`src/rtl/mac_pkg.sv`:
```
// Shared constants and types for the dot-product scheduler and its MAC.
package mac_pkg;

  localparam int DEF_DATA_W = 4;
  localparam int DEF_ACC_W  = 16;
  localparam int DEF_LEN_W  = 4;

  typedef enum logic [1:0] {
    ST_IDLE  = 2'd0,
    ST_CLEAR = 2'd1,
    ST_FEED  = 2'd2,
    ST_DONE  = 2'd3
  } state_t;

  localparam logic ID0 = 1'b0;
  localparam logic ID1 = 1'b1;

endpackage

```
`src/rtl/mac_acc.sv`:
```
// Unsigned multiply-accumulate register with synchronous clear.
module mac_acc #(
  parameter int DATA_W = 4,
  parameter int ACC_W  = 16
) (
  input  logic              clk,
  input  logic              rst,
  input  logic              clr,
  input  logic              en,
  input  logic [DATA_W-1:0] a,
  input  logic [DATA_W-1:0] b,
  output logic [ACC_W-1:0]  acc
);

  logic [2*DATA_W-1:0] prod;

  assign prod = a * b;

  // Sum wraps modulo 2**ACC_W; there is deliberately no saturation.
  always_ff @(posedge clk) begin
    if (rst || clr) begin
      acc <= '0;
    end else if (en) begin
      acc <= acc + ACC_W'(prod);
    end
  end

endmodule

```
`src/rtl/mac_dot_scheduler.sv`:
```
// Round-robin scheduler sharing one MAC between two dot-product requesters.
module mac_dot_scheduler
  import mac_pkg::*;
#(
  parameter int DATA_W = DEF_DATA_W,
  parameter int ACC_W  = DEF_ACC_W,
  parameter int LEN_W  = DEF_LEN_W
) (
  input  logic              clk,
  input  logic              rst,
  input  logic              req0,
  input  logic [LEN_W-1:0]  len0,
  input  logic [DATA_W-1:0] a0,
  input  logic [DATA_W-1:0] b0,
  input  logic              valid0,
  output logic              ready0,
  input  logic              req1,
  input  logic [LEN_W-1:0]  len1,
  input  logic [DATA_W-1:0] a1,
  input  logic [DATA_W-1:0] b1,
  input  logic              valid1,
  output logic              ready1,
  output logic              busy,
  output logic [ACC_W-1:0]  result,
  output logic              result_id,
  output logic              result_valid,
  output state_t            dbg_state
);

  // Handshake: readyN depends only on state and owner, never on validN;
  // a pair transfers on a rising edge where validN && readyN.

  state_t             state, state_nx;
  logic               owner, last_owner;
  logic [LEN_W-1:0]   len_q, cnt;
  logic [ACC_W-1:0]   acc, result_q;
  logic               result_id_q;
  logic               grant_any, grant_id;
  logic [LEN_W-1:0]   grant_len;
  logic               valid_own, fire, last_pair;
  logic               clr, en;
  logic [DATA_W-1:0]  mac_a, mac_b;

  // Contention goes to whoever was not served last.
  always_comb begin
    grant_any = req0 | req1;
    grant_id  = ID0;
    if (req0 && req1) begin
      grant_id = ~last_owner;
    end else if (req1) begin
      grant_id = ID1;
    end
    grant_len = (grant_id == ID1) ? len1 : len0;
  end

  assign valid_own = (owner == ID1) ? valid1 : valid0;
  assign fire      = (state == ST_FEED) && valid_own;
  assign last_pair = (cnt == len_q - LEN_W'(1));

  always_ff @(posedge clk) begin
    if (rst) begin
      state <= ST_IDLE;
    end else begin
      state <= state_nx;
    end
  end

  always_comb begin
    state_nx = state;
    case (state)
      ST_IDLE: begin
        if (grant_any) begin
          state_nx = (grant_len == '0) ? ST_DONE : ST_CLEAR;
        end
      end
      ST_CLEAR: state_nx = ST_FEED;
      ST_FEED: begin
        if (fire && last_pair) begin
          state_nx = ST_DONE;
        end
      end
      ST_DONE:  state_nx = ST_IDLE;
      default:  state_nx = ST_IDLE;
    endcase
  end

  always_comb begin
    ready0       = (state == ST_FEED) && (owner == ID0);
    ready1       = (state == ST_FEED) && (owner == ID1);
    busy         = (state != ST_IDLE);
    result_valid = (state == ST_DONE);
    // An empty job clears at grant so DONE reports zero.
    clr          = (state == ST_CLEAR) ||
                   ((state == ST_IDLE) && grant_any && (grant_len == '0));
    en           = fire;
    mac_a        = (owner == ID1) ? a1 : a0;
    mac_b        = (owner == ID1) ? b1 : b0;
  end

  always_ff @(posedge clk) begin
    if (rst) begin
      owner       <= ID0;
      last_owner  <= ID1;
      len_q       <= '0;
      cnt         <= '0;
      result_q    <= '0;
      result_id_q <= ID0;
    end else begin
      if ((state == ST_IDLE) && grant_any) begin
        owner <= grant_id;
        len_q <= grant_len;
      end
      if (state == ST_CLEAR) begin
        cnt <= '0;
      end else if (fire) begin
        cnt <= cnt + LEN_W'(1);
      end
      if (state == ST_DONE) begin
        result_q    <= acc;
        result_id_q <= owner;
        last_owner  <= owner;
      end
    end
  end

  // acc is stable in DONE, so the result is visible during the pulse itself.
  assign result    = (state == ST_DONE) ? acc : result_q;
  assign result_id = (state == ST_DONE) ? owner : result_id_q;
  assign dbg_state = state;

  mac_acc #(
    .DATA_W(DATA_W),
    .ACC_W (ACC_W)
  ) u_mac (
    .clk(clk),
    .rst(rst),
    .clr(clr),
    .en (en),
    .a  (mac_a),
    .b  (mac_b),
    .acc(acc)
  );

endmodule

```
`config.mk`:
```
export PLATFORM = sky130hd
export DESIGN_NAME = mac_dot_scheduler
export DESIGN_NICKNAME = d
export VERILOG_FILES = /design/src/rtl/mac_pkg.sv /design/src/rtl/mac_acc.sv /design/src/rtl/mac_dot_scheduler.sv
export SDC_FILE = /design/constraint.sdc
export NUM_CORES = 1
export LEC_CHECK = 0
export BUFFER_PORTS_ARGS = -buffer_cell sky130_fd_sc_hd__buf_4
export CAP_MARGIN = 40
export CORE_MARGIN = 2
export CORE_UTILIZATION = 25
export CTS_BUF_LIST = sky130_fd_sc_hd__clkbuf_4 sky130_fd_sc_hd__clkbuf_8 sky130_fd_sc_hd__clkbuf_16
export DETAILED_ROUTE_END_ITERATION = 10
export GPL_ROUTABILITY_DRIVEN = 0
export PLACE_DENSITY = 0.42
export SYNTH_ARGS = -nofsm -noshare
export SYNTH_HDL_FRONTEND = slang
export SYNTH_SLANG_ARGS = --single-unit
```
`constraint.sdc`:
```
create_clock -name clk -period 9.78 [get_ports clk]
set_clock_uncertainty 0.2 [all_clocks]
set_input_delay 1.956 -clock clk [delete_from_list [all_inputs] [get_ports clk]]
set_output_delay 1.956 -clock clk [all_outputs]
set_load 0.05 [all_outputs]
```
==> impl_metrics.prom <==
# TYPE chip_impl_metric gauge
chip_impl_info{name="clock-root-buffer",value="sky130_fd_sc_hd__clkbuf_16"} 1
chip_impl_metric{name="clkLatencyLatePin",unit="ps"} 280
chip_impl_metric{name="synth-seq-cells",unit=""} 45
chip_impl_metric{name="cellLeakagePower",unit="nW"} 1.57
chip_impl_metric{name="hold_ws",unit="ps"} 272
chip_impl_info{name="synth_area_leaders",value="sky130_fd_sc_hd__dfxtp_1 31%, sky130_fd_sc_hd__ha_1 10%, sky130_fd_sc_hd__mux2_2 6.5%"} 1
chip_impl_metric{name="cts_max_level",unit=""} 2
chip_impl_info{name="crit_path_end_kind",value="flop"} 1
chip_impl_metric{name="floorplan.initialDensity",unit=""} 0.257
chip_impl_metric{name="syn_nets",unit=""} 384
chip_impl_metric{name="track_usage",unit=""} 0.109
chip_impl_metric{name="cts-buffers-inserted",unit=""} 5
chip_impl_metric{name="timing.critical_path.fanout_max",unit=""} 5
chip_impl_metric{name="synth.avg_cell_area",unit="um^2"} 9.13
chip_impl_info{name="worst_r2r_startpoint",value="owner$_SDFFE_PP0P_"} 1
chip_impl_metric{name="fin_util",unit=""} 0.317
chip_impl_info{name="synth_largest_area_cell",value="sky130_fd_sc_hd__dfxtp_1"} 1
chip_impl_metric{name="postRouteAntennaNets",unit=""} 0
chip_impl_metric{name="first_drt_iteration_drcs",unit=""} 87
chip_impl_metric{name="route.detailed.wl_per_inst",unit="um"} 13.1
chip_impl_metric{name="relSlewSlack",unit=""} 0.603
chip_impl_metric{name="syn-cell-area",unit="um^2"} 2930
chip_impl_info{name="startpoint_type",value="input pin"} 1
chip_impl_metric{name="layout_min_cycle_time",unit="ps"} 5460
chip_impl_metric{name="stdcell_area",unit="um^2"} 3620
chip_impl_metric{name="final.period_utilization",unit=""} 0.558
chip_impl_info{name="timing.hold.worst.start",value="u_mac.acc[4]$_SDFFE_PP0P_"} 1
chip_impl_metric{name="cap_viol_max_count",unit=""} 0
chip_impl_metric{name="clock_sinks",unit=""} 45
chip_impl_metric{name="synth-warning-count",unit=""} 0
chip_impl_info{name="timing.hold.worst.class",value="flop to flop"} 1
chip_impl_metric{name="yosys.area_share.adder",unit=""} 0.164
chip_impl_metric{name="finalWirelength",unit="um"} 6710
chip_impl_metric{name="holdPathStages",unit=""} 2
chip_impl_metric{name="timing.setup.tns",unit="ps"} 0
chip_impl_metric{name="fmax",unit="MHz"} 183
chip_impl_metric{name="drive_gt1_frac",unit=""} 0.232
chip_impl_metric{name="port_buffers",unit=""} 52
chip_impl_metric{name="number_of_resized_instances_in_the_post_cts_repair_step",unit=""} 0
chip_impl_metric{name="final_max_slew_viol_count",unit=""} 0
chip_impl_info{name="cp-startpoint",value="a0[1]"} 1
chip_impl_metric{name="tightest_slew",unit="ps"} 593
chip_impl_info{name="mostFrequentLayoutCell",value="sky130_fd_sc_hd__buf_4"} 1
chip_impl_metric{name="dp_cells",unit=""} 506
chip_impl_metric{name="chipHeight",unit="um"} 112
chip_impl_info{name="tritoncts",value="done"} 1
chip_impl_info{name="critPathKind",value="input pin to flop"} 1
chip_impl_metric{name="detailed_place_hpwl",unit="um"} 5310
chip_impl_metric{name="die_area",unit="um^2"} 12600
chip_impl_metric{name="io_pins",unit=""} 53
chip_impl_metric{name="drt-pass1-iter-count",unit=""} 4
chip_impl_info{name="grt_setup_unrepaired",value="no"} 1
chip_impl_metric{name="antenna_found_initial",unit=""} 0
chip_impl_metric{name="hold_violations",unit=""} 0
chip_impl_metric{name="yosys.area_share.xor_xnor",unit=""} 0.0448
chip_impl_metric{name="final_net_count",unit=""} 433
chip_impl_metric{name="grt_first_pass_wirelength",unit="um"} 11300
chip_impl_metric{name="cts.hold.buffers_added",unit=""} 0
chip_impl_metric{name="post_synthesis_async_set_or_reset_flop_share",unit=""} 0
chip_impl_metric{name="vdd_ir_drop_max",unit="mV"} 0.102
chip_impl_metric{name="timing.critical_path.arrival",unit="ps"} 5490
chip_impl_metric{name="detailroute.via_count",unit=""} 2357
chip_impl_metric{name="area_after_detailed_placement",unit="um^2"} 3470
chip_impl_metric{name="total_power",unit="mW"} 0.701
chip_impl_metric{name="pwr_density_cell",unit="nW/um^2"} 194
chip_impl_metric{name="clkSlewWorstSetupHoldPaths",unit="ps"} 60
chip_impl_metric{name="synth_compound_area_frac",unit=""} 0.172
chip_impl_metric{name="vias_per_cell",unit=""} 4.59
chip_impl_metric{name="core.rowCount",unit=""} 39
chip_impl_info{name="synth_top_family_by_area",value="compound AO/OA/AOI/OAI gates"} 1
chip_impl_metric{name="design.core.area",unit="um^2"} 11400
chip_impl_metric{name="netlist.area_leader.share",unit=""} 0.307
chip_impl_metric{name="post_synthesis_simple_gate_area_fraction",unit=""} 0.158
chip_impl_metric{name="clock_path_buffers",unit=""} 2
chip_impl_metric{name="setup_viol",unit=""} 0
chip_impl_metric{name="timing.reg2reg.worst_path_depth",unit=""} 13
chip_impl_metric{name="drcViolationCount",unit=""} 0
chip_impl_metric{name="grt_max_degree",unit=""} 28
chip_impl_metric{name="synth_sequential_area_ratio",unit=""} 0.307
chip_impl_info{name="commonest_cells_after_routing_fill_and_taps_aside",value="53 x sky130_fd_sc_hd__buf_4, 45 x sky130_fd_sc_hd__dfxtp_1, 32 x sky130_fd_sc_hd__inv_1"} 1
chip_impl_metric{name="postSynthCellCount",unit=""} 321
chip_impl_metric{name="antenna_diode_count",unit=""} 0
chip_impl_metric{name="die_w",unit="um"} 112
chip_impl_metric{name="synth-edff-count",unit=""} 0
chip_impl_metric{name="final-instance-count-excl-fill",unit=""} 513
chip_impl_metric{name="setup_slack",unit="ps"} 4320
chip_impl_metric{name="data_required_time_at_the_worst_endpoint",unit="ps"} 9810
chip_impl_metric{name="overflow",unit=""} 0
chip_impl_metric{name="synthDistinctLibCells",unit=""} 43
chip_impl_metric{name="muxShareOfSynthArea",unit=""} 0.0926
chip_impl_metric{name="flow.area_growth_from_synthesis",unit="%"} 23.5
chip_impl_metric{name="number_of_global_route_vias_before_repair",unit=""} 2413
chip_impl_info{name="dominantRegCellSynth",value="sky130_fd_sc_hd__dfxtp_1"} 1
chip_impl_info{name="run_status",value="finished, final reports clean"} 1
chip_impl_metric{name="cts.repair_timing.setup_buffer_count",unit=""} 0
chip_impl_metric{name="dp_slack",unit="ps"} 4070
-- metal layers --
metal  routed length, um  vias to the layer above  track usage
met5                   0                        -            0
met4                  65                        0       0.0268
met3                 280                        8       0.0200
met2                3160                       44        0.188
met1                3200                     1096        0.143
li1                    -                     1209            -
-- logic make-up (layout without fill, tap and decap cells) --
kind of cell,after synthesis,after routing
AND/OR/NAND/NOR,92,92
buffers and inverters,44,93
multiplexers,24,24
XOR/XNOR,15,15
adder cells (fa/ha/maj),33,33
flip-flops,45,45
AO/OA/AOI/OAI,68,68
-- final cells by class --
cell class	instances	area, um^2
Inverter	32	120
Fill cell	1254	7800
Timing Repair Buffer	54	425
Multi-Input combinational cell	232	1850
Tap cell	143	179
Clock buffer	7	146
Sequential cell	45	901
-- power by group --
| part | internal [mW] | switching [mW] | total (mW) |
|---|---|---|---|
| clock network | 0.103 | 0.0663 | 0.169 |
| logic | 0.122 | 0.193 | 0.316 |
| registers | 0.200 | 0.0161 | 0.216 |
-- registers in the layout, summed over array words and instances, names as in the netlist --
| signal | count |
|---|---|
| last_owner | 1 |
| result_id_q | 1 |
| cnt | 4 |
| dbg_state | 2 |
| u_mac.acc | 16 |
| len_q | 4 |
| result_q | 16 |
| owner | 1 |
-- path summary, 6_finish.rpt --
| path | endpoint | slack, ps |
|---|---|---|
| setup reg to reg | u_mac.acc[13]$_SDFFE_PP0P_ | 5260 |
| setup / recovery | u_mac.acc[13]$_SDFFE_PP0P_ | 4320 |
| hold reg to reg | u_mac.acc[4]$_SDFFE_PP0P_ | 270 |
| hold / removal | u_mac.acc[4]$_SDFFE_PP0P_ | 270 |
-- synthesized netlist by cell type, types with 3 or more instances --
cell type                  number
sky130_fd_sc_hd__fa_1           9
sky130_fd_sc_hd__a32o_1        12
sky130_fd_sc_hd__mux2_2        17
sky130_fd_sc_hd__nand2_1       24
sky130_fd_sc_hd__dfxtp_1       45
sky130_fd_sc_hd__a211oi_1       9
sky130_fd_sc_hd__inv_1         32
sky130_fd_sc_hd__mux2i_1        5
sky130_fd_sc_hd__a21o_1         3
sky130_fd_sc_hd__a21oi_1       19
sky130_fd_sc_hd__buf_2          3
sky130_fd_sc_hd__or3_1          3
sky130_fd_sc_hd__clkbuf_1       6
sky130_fd_sc_hd__a32oi_1        4
sky130_fd_sc_hd__o211ai_1       4
sky130_fd_sc_hd__nor2b_1       24
sky130_fd_sc_hd__nor2_1        22
sky130_fd_sc_hd__o21ai_0       10
sky130_fd_sc_hd__xor2_1         8
sky130_fd_sc_hd__ha_1          24
sky130_fd_sc_hd__xnor2_1        7
-- worst max-delay path, stage by stage --
cell and delay [ps]:
sky130_fd_sc_hd__buf_4 100, sky130_fd_sc_hd__nor2b_1 150, sky130_fd_sc_hd__a32oi_1 220, sky130_fd_sc_hd__fa_1 490
sky130_fd_sc_hd__fa_1 520, sky130_fd_sc_hd__fa_1 520, sky130_fd_sc_hd__inv_1 40, sky130_fd_sc_hd__ha_1 360
sky130_fd_sc_hd__a211oi_1 120, sky130_fd_sc_hd__o211ai_1 320, sky130_fd_sc_hd__nand3b_1 200, sky130_fd_sc_hd__or4_1 430
sky130_fd_sc_hd__nand2_1 70
Note: power is estimated with default switching activity, not from simulation.
